==> src/rtl/panel_control.sv <==
// PDP-8 front-panel controller: debounced key events drive run/halt control of the
// sequencer, and the panel owns the memory bus for LOAD ADDRESS / DEPOSIT / EXAMINE.
module panel_control #(
  parameter int SYNC_STAGES = 2,
  parameter int MEM_LAT     = 1
) (
  input  logic        SYSCLK,
  input  logic        RESET_N,
  input  logic        KEY_START,
  input  logic        KEY_CONT,
  input  logic        KEY_STOP,
  input  logic        KEY_SSTEP,
  input  logic        KEY_LOADADDR,
  input  logic        KEY_DEP,
  input  logic        KEY_EXAM,
  input  logic [11:0] SW,
  input  logic        INST_DONE,
  input  logic        HLT_INST,
  input  logic [11:0] MEM_RDATA,
  output logic        RUN,
  output logic        HALT,
  output logic        CPU_CLEAR,
  output logic        PC_LOAD,
  output logic [11:0] PC_DATA,
  output logic        PANEL_BUS,
  output logic [11:0] MEM_ADDR,
  output logic [11:0] MEM_WDATA,
  output logic        MEM_WE,
  output logic        MEM_RE,
  output logic [11:0] PANEL_ADDR,
  output logic [11:0] MB_DISP,
  output logic        RUNNING
);

  typedef enum logic [3:0] {
    S_HALTED, S_CLR, S_LDPC, S_RUNNING, S_STOPPING, S_STEPPING,
    S_DEP_WR, S_EXAM_RD, S_EXAM_WAIT
  } state_t;

  localparam int WW = $clog2(SYNC_STAGES + 2);
  localparam int LW = (MEM_LAT > 1) ? $clog2(MEM_LAT) : 1;

  // Bit order doubles as priority: bit 0 (STOP) highest, bit 6 (EXAM) lowest.
  logic [6:0] key_raw;
  assign key_raw = {KEY_EXAM, KEY_DEP, KEY_LOADADDR, KEY_SSTEP, KEY_CONT, KEY_START, KEY_STOP};

  logic [SYNC_STAGES-1:0][6:0] sync_q;
  logic [6:0]                  prev_q;
  logic [WW-1:0]               warm_q;
  logic                        armed;
  logic [6:0]                  evt;
  logic [6:0]                  ev;

  // Events stay masked until the edge detector has seen a settled synchronizer
  // output, so a key held across reset release never looks like a fresh press.
  assign armed = (warm_q == WW'(SYNC_STAGES + 1));
  assign evt   = armed ? (sync_q[SYNC_STAGES-1] & ~prev_q) : 7'd0;
  assign ev    = evt & (~evt + 7'd1);

  always_ff @(posedge SYSCLK or negedge RESET_N) begin
    if (!RESET_N) begin
      sync_q <= '0;
      prev_q <= '0;
      warm_q <= '0;
    end else begin
      sync_q <= {sync_q[SYNC_STAGES-2:0], key_raw};
      prev_q <= sync_q[SYNC_STAGES-1];
      if (!armed) warm_q <= warm_q + 1'b1;
    end
  end

  state_t        state_q;
  logic [11:0]   addr_q;
  logic [11:0]   mb_q;
  logic [LW-1:0] lat_q;
  logic          clr_q, pcld_q, we_q, re_q, run_q, bus_q;

  // HALT must land in the INST_DONE cycle itself, so it is decoded from the input.
  always_comb begin
    HALT = 1'b0;
    if (INST_DONE) begin
      case (state_q)
        S_RUNNING:              HALT = ev[0] | HLT_INST;
        S_STOPPING, S_STEPPING: HALT = 1'b1;
        default:                HALT = 1'b0;
      endcase
    end
  end

  always_ff @(posedge SYSCLK or negedge RESET_N) begin
    if (!RESET_N) begin
      state_q <= S_HALTED;
      addr_q  <= '0;
      mb_q    <= '0;
      lat_q   <= '0;
      clr_q   <= 1'b0;
      pcld_q  <= 1'b0;
      we_q    <= 1'b0;
      re_q    <= 1'b0;
      run_q   <= 1'b0;
      bus_q   <= 1'b1;
    end else begin
      clr_q  <= 1'b0;
      pcld_q <= 1'b0;
      we_q   <= 1'b0;
      re_q   <= 1'b0;
      case (state_q)
        S_HALTED: begin
          if (ev[1]) begin
            state_q <= S_CLR;
            clr_q   <= 1'b1;
            bus_q   <= 1'b0;
          end else if (ev[2]) begin
            state_q <= S_RUNNING;
            run_q   <= 1'b1;
            bus_q   <= 1'b0;
          end else if (ev[3]) begin
            state_q <= S_STEPPING;
            run_q   <= 1'b1;
            bus_q   <= 1'b0;
          end else if (ev[4]) begin
            addr_q  <= SW;
          end else if (ev[5]) begin
            state_q <= S_DEP_WR;
            we_q    <= 1'b1;
          end else if (ev[6]) begin
            state_q <= S_EXAM_RD;
            re_q    <= 1'b1;
          end
        end
        S_CLR: begin
          state_q <= S_LDPC;
          pcld_q  <= 1'b1;
        end
        S_LDPC: begin
          state_q <= S_RUNNING;
          run_q   <= 1'b1;
        end
        S_RUNNING: begin
          if (ev[0] | HLT_INST) begin
            if (INST_DONE) begin
              state_q <= S_HALTED;
              run_q   <= 1'b0;
              bus_q   <= 1'b1;
            end else begin
              state_q <= S_STOPPING;
            end
          end
        end
        S_STOPPING, S_STEPPING: begin
          if (INST_DONE) begin
            state_q <= S_HALTED;
            run_q   <= 1'b0;
            bus_q   <= 1'b1;
          end
        end
        S_DEP_WR: begin
          mb_q    <= SW;
          addr_q  <= addr_q + 12'd1;
          state_q <= S_HALTED;
        end
        S_EXAM_RD: begin
          lat_q   <= LW'(MEM_LAT - 1);
          state_q <= S_EXAM_WAIT;
        end
        S_EXAM_WAIT: begin
          if (lat_q == '0) begin
            mb_q    <= MEM_RDATA;
            addr_q  <= addr_q + 12'd1;
            state_q <= S_HALTED;
          end else begin
            lat_q   <= lat_q - 1'b1;
          end
        end
        default: begin
          state_q <= S_HALTED;
          run_q   <= 1'b0;
          bus_q   <= 1'b1;
        end
      endcase
    end
  end

  assign RUN        = run_q & ~HALT;
  assign RUNNING    = run_q;
  assign CPU_CLEAR  = clr_q;
  assign PC_LOAD    = pcld_q;
  assign MEM_WE     = we_q;
  assign MEM_RE     = re_q;
  assign PANEL_BUS  = bus_q;
  assign PANEL_ADDR = addr_q;
  assign PC_DATA    = addr_q;
  assign MEM_ADDR   = addr_q;
  assign MEM_WDATA  = SW;
  assign MB_DISP    = mb_q;

endmodule

==> config.mk <==
export PLATFORM = sky130hd
export DESIGN_NAME = panel_control
export DESIGN_NICKNAME = d
export VERILOG_FILES = /design/src/rtl/panel_control.sv
export SDC_FILE = /design/constraint.sdc
export NUM_CORES = 1
export LEC_CHECK = 0
export BUFFER_PORTS_ARGS = -buffer_cell sky130_fd_sc_hd__buf_2
export CAP_MARGIN = 20
export CORE_ASPECT_RATIO = 1.25
export CORE_MARGIN = 4
export CORE_UTILIZATION = 49
export CTS_CLUSTER_DIAMETER = 100
export DETAILED_ROUTE_END_ITERATION = 7
export PLACE_DENSITY = 0.75
export SLEW_MARGIN = 20
export SYNTH_ARGS = -nofsm -noshare
export SYNTH_HDL_FRONTEND = slang
export SYNTH_SLANG_ARGS = --single-unit
==> constraint.sdc <==
create_clock -name SYSCLK -period 2.3 [get_ports SYSCLK]
set_input_delay 0.46 -clock SYSCLK [delete_from_list [all_inputs] [get_ports SYSCLK]]
set_output_delay 0.46 -clock SYSCLK [all_outputs]
set_load 0.005 [all_outputs]
=== Word level (Yosys, flattened, before mapping) ===
Index checks and enable logic that the tools add are counted.

* Add/sub/neg operators: 4
* Equality and inequality tests: 20
* Muxes and demuxes: 52
* Bitwise gates (word level): 9
* Reductions and logical operators: 12

{| class="wikitable"
|+ Operator list
! cell !! number
|-
| $mux W12 || 6
|-
| $mux W4 || 9
|-
| $pmux W12 S3 || 1
|-
| $mux W1 || 28
|-
| $pmux W4 S7 || 1
|-
| $pmux W12 S2 || 1
|-
| $eq A4 B3 Y1 const B || 4
|-
| $and A7 B7 Y7 || 2
|-
| $ne A2 B2 Y1 const B || 7
|-
| $not A7 Y7 || 2
|-
| $add A12 B1 Y12 const B || 1
|-
| $eq A4 B2 Y1 const B || 2
|-
| $add A7 B1 Y7 const B || 1
|-
| $mux W7 || 1
|-
| $ne A6 B6 Y1 const B || 1
|-
| $reduce_and A6 Y1 || 1
|-
| $ne A5 B5 Y1 const B || 1
|-
| $pmux W1 S5 || 1
|-
| $reduce_and A5 Y1 || 1
|-
| $reduce_or A5 Y1 || 1
|-
| $eq A4 B1 Y1 const B || 1
|-
| $eq A4 B4 Y1 const B || 1
|-
| $logic_not A4 Y1 || 1
|-
| $ne A4 B4 Y1 const B || 1
|-
| 17 further kinds || 21
|}

* Register bits: 58
* Input port bits: 35
* Output and inout bits: 68

=== Longest topological paths before layout ===
* Depth after elaboration: 13
* Depth in mapped cells: 8
* Mapped depth without buffers: 6

=== Worst setup path after synthesis ===
No wires, ideal clock.

* Path kind: reg-to-reg
* From: register warm_q[0]
* To: register addr_q[7] (netlist: MEM_ADDR[7])
* Arrival time: 1,708 ps
* Path slack: 471 ps
* Stages on the path, launching flop included: 9
* Buffers on the path: 3
* Clock period less this slack: 1,829 ps
* Path through: dfrtp_1 > ha_1 > buf_2 > o21a_1 > or3_1 > clkbuf_1 > buf_6 > o21ai_0 > nor2_1

* Cells in the longest elaborated chain, start to end: 7
* Elaborated cells on any way between the ends: 10
* Classes of those cells: add/sub: 1; eq/ne: 5; mux: 1; bitwise: 2; reduce/logical: 1

{| class="wikitable"
|+ Ends and longest elaborated chain
! item !! line !! text
|-
| start, declared || 49 || <nowiki>logic [WW-1:0] warm_q;</nowiki>
|-
| start signal, assigned || 68 || <nowiki>if (!armed) warm_q <= warm_q + 1'b1;</nowiki>
|-
| $eq A2 B2 Y1 * || 56 || <nowiki>assign armed = (warm_q == WW'(SYNC_STAGES + 1));</nowiki>
|-
| $mux W7 * || 57 || <nowiki>assign evt = armed ? (sync_q[SYNC_STAGES-1] & ~prev_q) : 7'd0;</nowiki>
|-
| $not A7 Y7 || 58 || <nowiki>assign ev = evt & (~evt + 7'd1);</nowiki>
|-
| $add A7 B1 Y7 || 58 ||
|-
| $and A7 B7 Y7 * || 58 ||
|-
| $ne A2 B2 Y1 (no line) || - ||
|-
| $reduce_and A6 Y1 (no line) * || - ||
|-
| end signal, assigned || 159 || <nowiki>addr_q <= addr_q + 12'd1;</nowiki>
|-
| end signal, assigned || 169 || <nowiki>addr_q <= addr_q + 12'd1;</nowiki>
|-
| end, declared || 73 || <nowiki>logic [11:0] addr_q;</nowiki>
|}

Mark *: on every way between the ends. The rest lies on a longest branch, timed or not.
A chain may end at the register's enable or synchronous reset.

=== Worst setup path in the final report ===
* From: register warm_q[0]
* To: output port RUN

* Cells in the longest elaborated chain, start to end: 10

{| class="wikitable"
|+ Ends and longest elaborated chain
! item !! line !! text
|-
| $eq A2 B2 Y1 * || 56 ||
|-
| $mux W7 * || 57 ||
|-
| $not A7 Y7 || 58 ||
|-
| $add A7 B1 Y7 || 58 ||
|-
| $and A7 B7 Y7 * || 58 ||
|-
| $or A1 B1 Y1 * || 83 || <nowiki>S_RUNNING: HALT = ev[0] | HLT_INST;</nowiki>
|-
| $pmux W1 S2 * || 82 || <nowiki>case (state_q)</nowiki>
|-
| $mux W1 * || 81 || <nowiki>if (INST_DONE) begin</nowiki>
|-
| $not A1 Y1 * || 184 || <nowiki>assign RUN = run_q & ~HALT;</nowiki>
|-
| $and A1 B1 Y1 * || 184 ||
|-
| end, declared || 20 || <nowiki>output logic RUN,</nowiki>
|}

Marks and branches as above.

==> run summary <==
Root buf cell -> clkbuf_8
# IOs -> 103
Run status -> finished clean
Hold Path Class -> in2async
Highest clock rate -> 460 MHz
Setup CP Type -> reg2out
Async SR Flop Fraction -> 100%
Post-route DRC violation count -> 0
I/O Buffers -> 102
Reg2Reg Setup Slack -> 0.36 ns
Cells after Synth -> 285
Reg power frac -> 39.2%
Per-cell routed wire length -> 15.2 um
Most used DFF post-synth -> dfrtp_1
Layout cells sized above 1 -> 38.3%
DRT iter0 DRCs -> 138
Synth Warn # -> 0
Clock network fraction of design power -> 22.1%
Fillers -> 475
Synthesized area -> 2820 um2
Power share of the combinational group -> 38.7%
Final setup violation count -> 0
Worst-path maximum fanout -> 10
Syn Nets -> 322
Critical Path RT -> 1.84 ns
Initial antenna violation count -> 0
P_sw -> 0.00142 W
Int Power -> 0.00253 W
R2r endpoint -> MEM_ADDR[11]$_DFFE_PN0P_
Clk pin slew, worst setup/hold paths -> 0.07 ns
Fin area -> 3370 um2
Min Tclk post-route -> 2.17 ns
Drt via density -> 5.48
Final Cycle Share -> 94.5%
Power Density -> 1170 nW/um2
Worst slew pin tran -> 0.524 ns
Largest net degree at the start of global routing -> 23
Leakage power -> 1.60 nW
Vias in the first global route -> 2172
Post-route ant nets -> 0
Post-CTS setup buffers -> 0
Largest area contributor in the netlist -> dfrtp_1
Worst Setup SP -> warm_q[0]$_DFFE_PN0N_
Starting Density -> 51.1%
WL final -> 6500 um
Die area -> 7040 um2
Yosys top cell area share -> 49.7%
Die width -> 75.9 um
Placed inst area -> 3170 um2
Final nets -> 397
Core box area -> 5520 um2
GRT Total Usage -> 19.5%
Unrepaired setup endpoints after global routing -> no
Maxcap violations -> 0
Clk sinks -> 57
WP data arrival -> 1.71 ns
Via count -> 2341
Relative slew margins -> 64.6%
Number of enable flip-flop cells after synthesis -> 0
CTS tree -> done
Ant diodes -> 0
R2R Path Start -> state_q[1]$_DFFE_PN0P_
Min Hold Slack -> 0.0780 ns
First-pass GRT wire length -> 10400 um
Peak supply drop -> 0.000609 V
Post-synthesis cell type count -> 53
Seq/Total Area, Yosys -> 50.6%
CP Capture Type -> output pin
R2R cell count -> 4
# rows -> 30
Chip height -> 92.8 um
Syn Area/Cell -> 9.90 um2
Setup TNS -> 0 ns
Gr ovfl total -> 0
First-pass iteration count of the detailed router -> 4
Gpl congestion -> 0.900
Slew Limit Fails -> 0
Num CTS Buffers -> 9
Final Skew -> 0.0122 ns
Switching fraction of total power -> 36.0%
Commonest non-fill, non-tap cell in the layout -> buf_2
Synth area leaders -> dfrtp_1 50%, buf_4 9.6%, nor2_1 3.6%, nand2_1 3.1%, o21ai_0 2.5%
Most frequent cells in the layout -> 102 x buf_2, 56 x dfrtp_1, 27 x nor2_1
Final Hold Viols -> 0
Area growth, synth to finish -> 19.5%
CTS max path bufs -> 2
Setup crit end -> RUN
H-tree Lvls -> 3
Yosys reg bits -> 57
Post-DP HPWL -> 4790 um
Crit start category -> register
Skew-Pair Late Insertion Delay -> 0.33 ns
==> power groups by stage <==
stage / Combinational (W) / Clock [W] / Sequential [W]
CTS: 0.00153 / 0.000900 / 0.00155
detailed placement: 0.00153 / 0 / 0.00157
floorplan: 0.00106 / 0 / 0.00156
global placement: 0.00151 / 0 / 0.00155
global route: 0.00172 / 0.000948 / 0.00160
finish: 0.00153 / 0.000876 / 0.00155
==> cell type report <==
| cell class | instances | area (um2) | area share (%) |
|---|---|---|---|
| inverters | 7 | 26.3 | 0.780 |
| multi-input cells | 172 | 1060 | 31.5 |
| clock buffers | 10 | 138 | 4.08 |
| clock inverters | 4 | 45.0 | 1.34 |
| flip-flops and latches | 57 | 1430 | 42.4 |
| well taps | 64 | 80.1 | 2.38 |
| repair buffers | 113 | 593 | 17.6 |
==> timing repair <==
item / CTS / global route
resized for setup: 1 / 3
pin swaps: 0 / 0
endpoints found under the setup margin: 2 / 2
hold buffers: 0 / 0
==> cell usage after synthesis (all sizes together) (4+ instances only) <==
cell / number
mux2i: 4
nand2b: 4
a31oi: 4
o22ai: 7
dfrtp: 56
nand4: 4
inv: 7
nand2: 24
nor2b: 6
clkbuf: 7
nand3: 11
a21oi: 12
nor3: 7
a211oi: 4
buf: 42
nor2: 27
o21ai: 15
==> worst min-delay path by stage <==
stage                                   endpoint           startpoint  slack (ns)  depth (start not counted)
after floorplan              CPU_CLEAR$_DFF_PN0_              RESET_N        0.16                          0
after global placement      sync_q[10]$_DFF_PN0_  sync_q[3]$_DFF_PN0_        0.33                          0
after detailed placement    sync_q[11]$_DFF_PN0_  sync_q[4]$_DFF_PN0_        0.34                          0
after CTS                 MB_DISP[0]$_DFFE_PN0N_              RESET_N        0.08                          1
after global routing      MB_DISP[0]$_DFFE_PN0N_              RESET_N        0.10                          1
final                     MB_DISP[7]$_DFFE_PN0N_              RESET_N        0.08                          1
==> worst max-delay path, stage by stage (launching register included) <==
cell and delay [ns]:
dfrtp_1 0.41, ha_4 0.22, a21o_1 0.19, nand4_1 0.13, a211oi_2 0.25, nor2b_1 0.06, buf_2 0.12
==> stage by stage <==
| stage | setup WS, ns | power [W] | instances | utilization [%] |
|---|---|---|---|---|
| 6_report | 0.127 | 0.00395 | 427 | 61.1 |
| 5_1_grt | 0.0223 | 0.00427 | 427 | 61.1 |
| 4_1_cts | 0.0135 | 0.00398 | 427 | 60.8 |
| 3_5_place_dp | 0.286 | 0.00309 | 413 | 57.4 |
| 3_3_place_gp | 0.336 | 0.00305 | 413 | 57.4 |
| 2_1_floorplan | 0.471 | 0.00262 | 285 | - |
==> flip-flops by register name, summed over array words and instances (netlist names) <==
register,cells
state_q,4
CPU_CLEAR,1
sync_q,14
MEM_ADDR,12
MEM_WE,1
MB_DISP,12
prev_q,7
RUNNING,1
warm_q,2
PC_LOAD,1
MEM_RE,1
PANEL_BUS,1
==> routing by layer <==
metal  GRT usage [%]  part of all wire (%)
met1            24.2                    40
met2            31.5                    50
met3            5.32                   8.3
met4            7.43                   1.7
met5               0                     0
==> kinds of logic (layout without fill, tap and decap cells) <==
kind of cell / after synthesis / in the layout / share of synthesized area, %
fa+ha+maj: 2 / 2 / 0.887
mux: 6 / 6 / 2.22
flops: 57 / 57 / 50.6
xor+xnor: 1 / 1 / 0.311
simple gates: 101 / 101 / 18.8
buf+inv: 56 / 134 / 12.7
compound gates: 62 / 62 / 14.5
(Power assumes the default switching activity.)
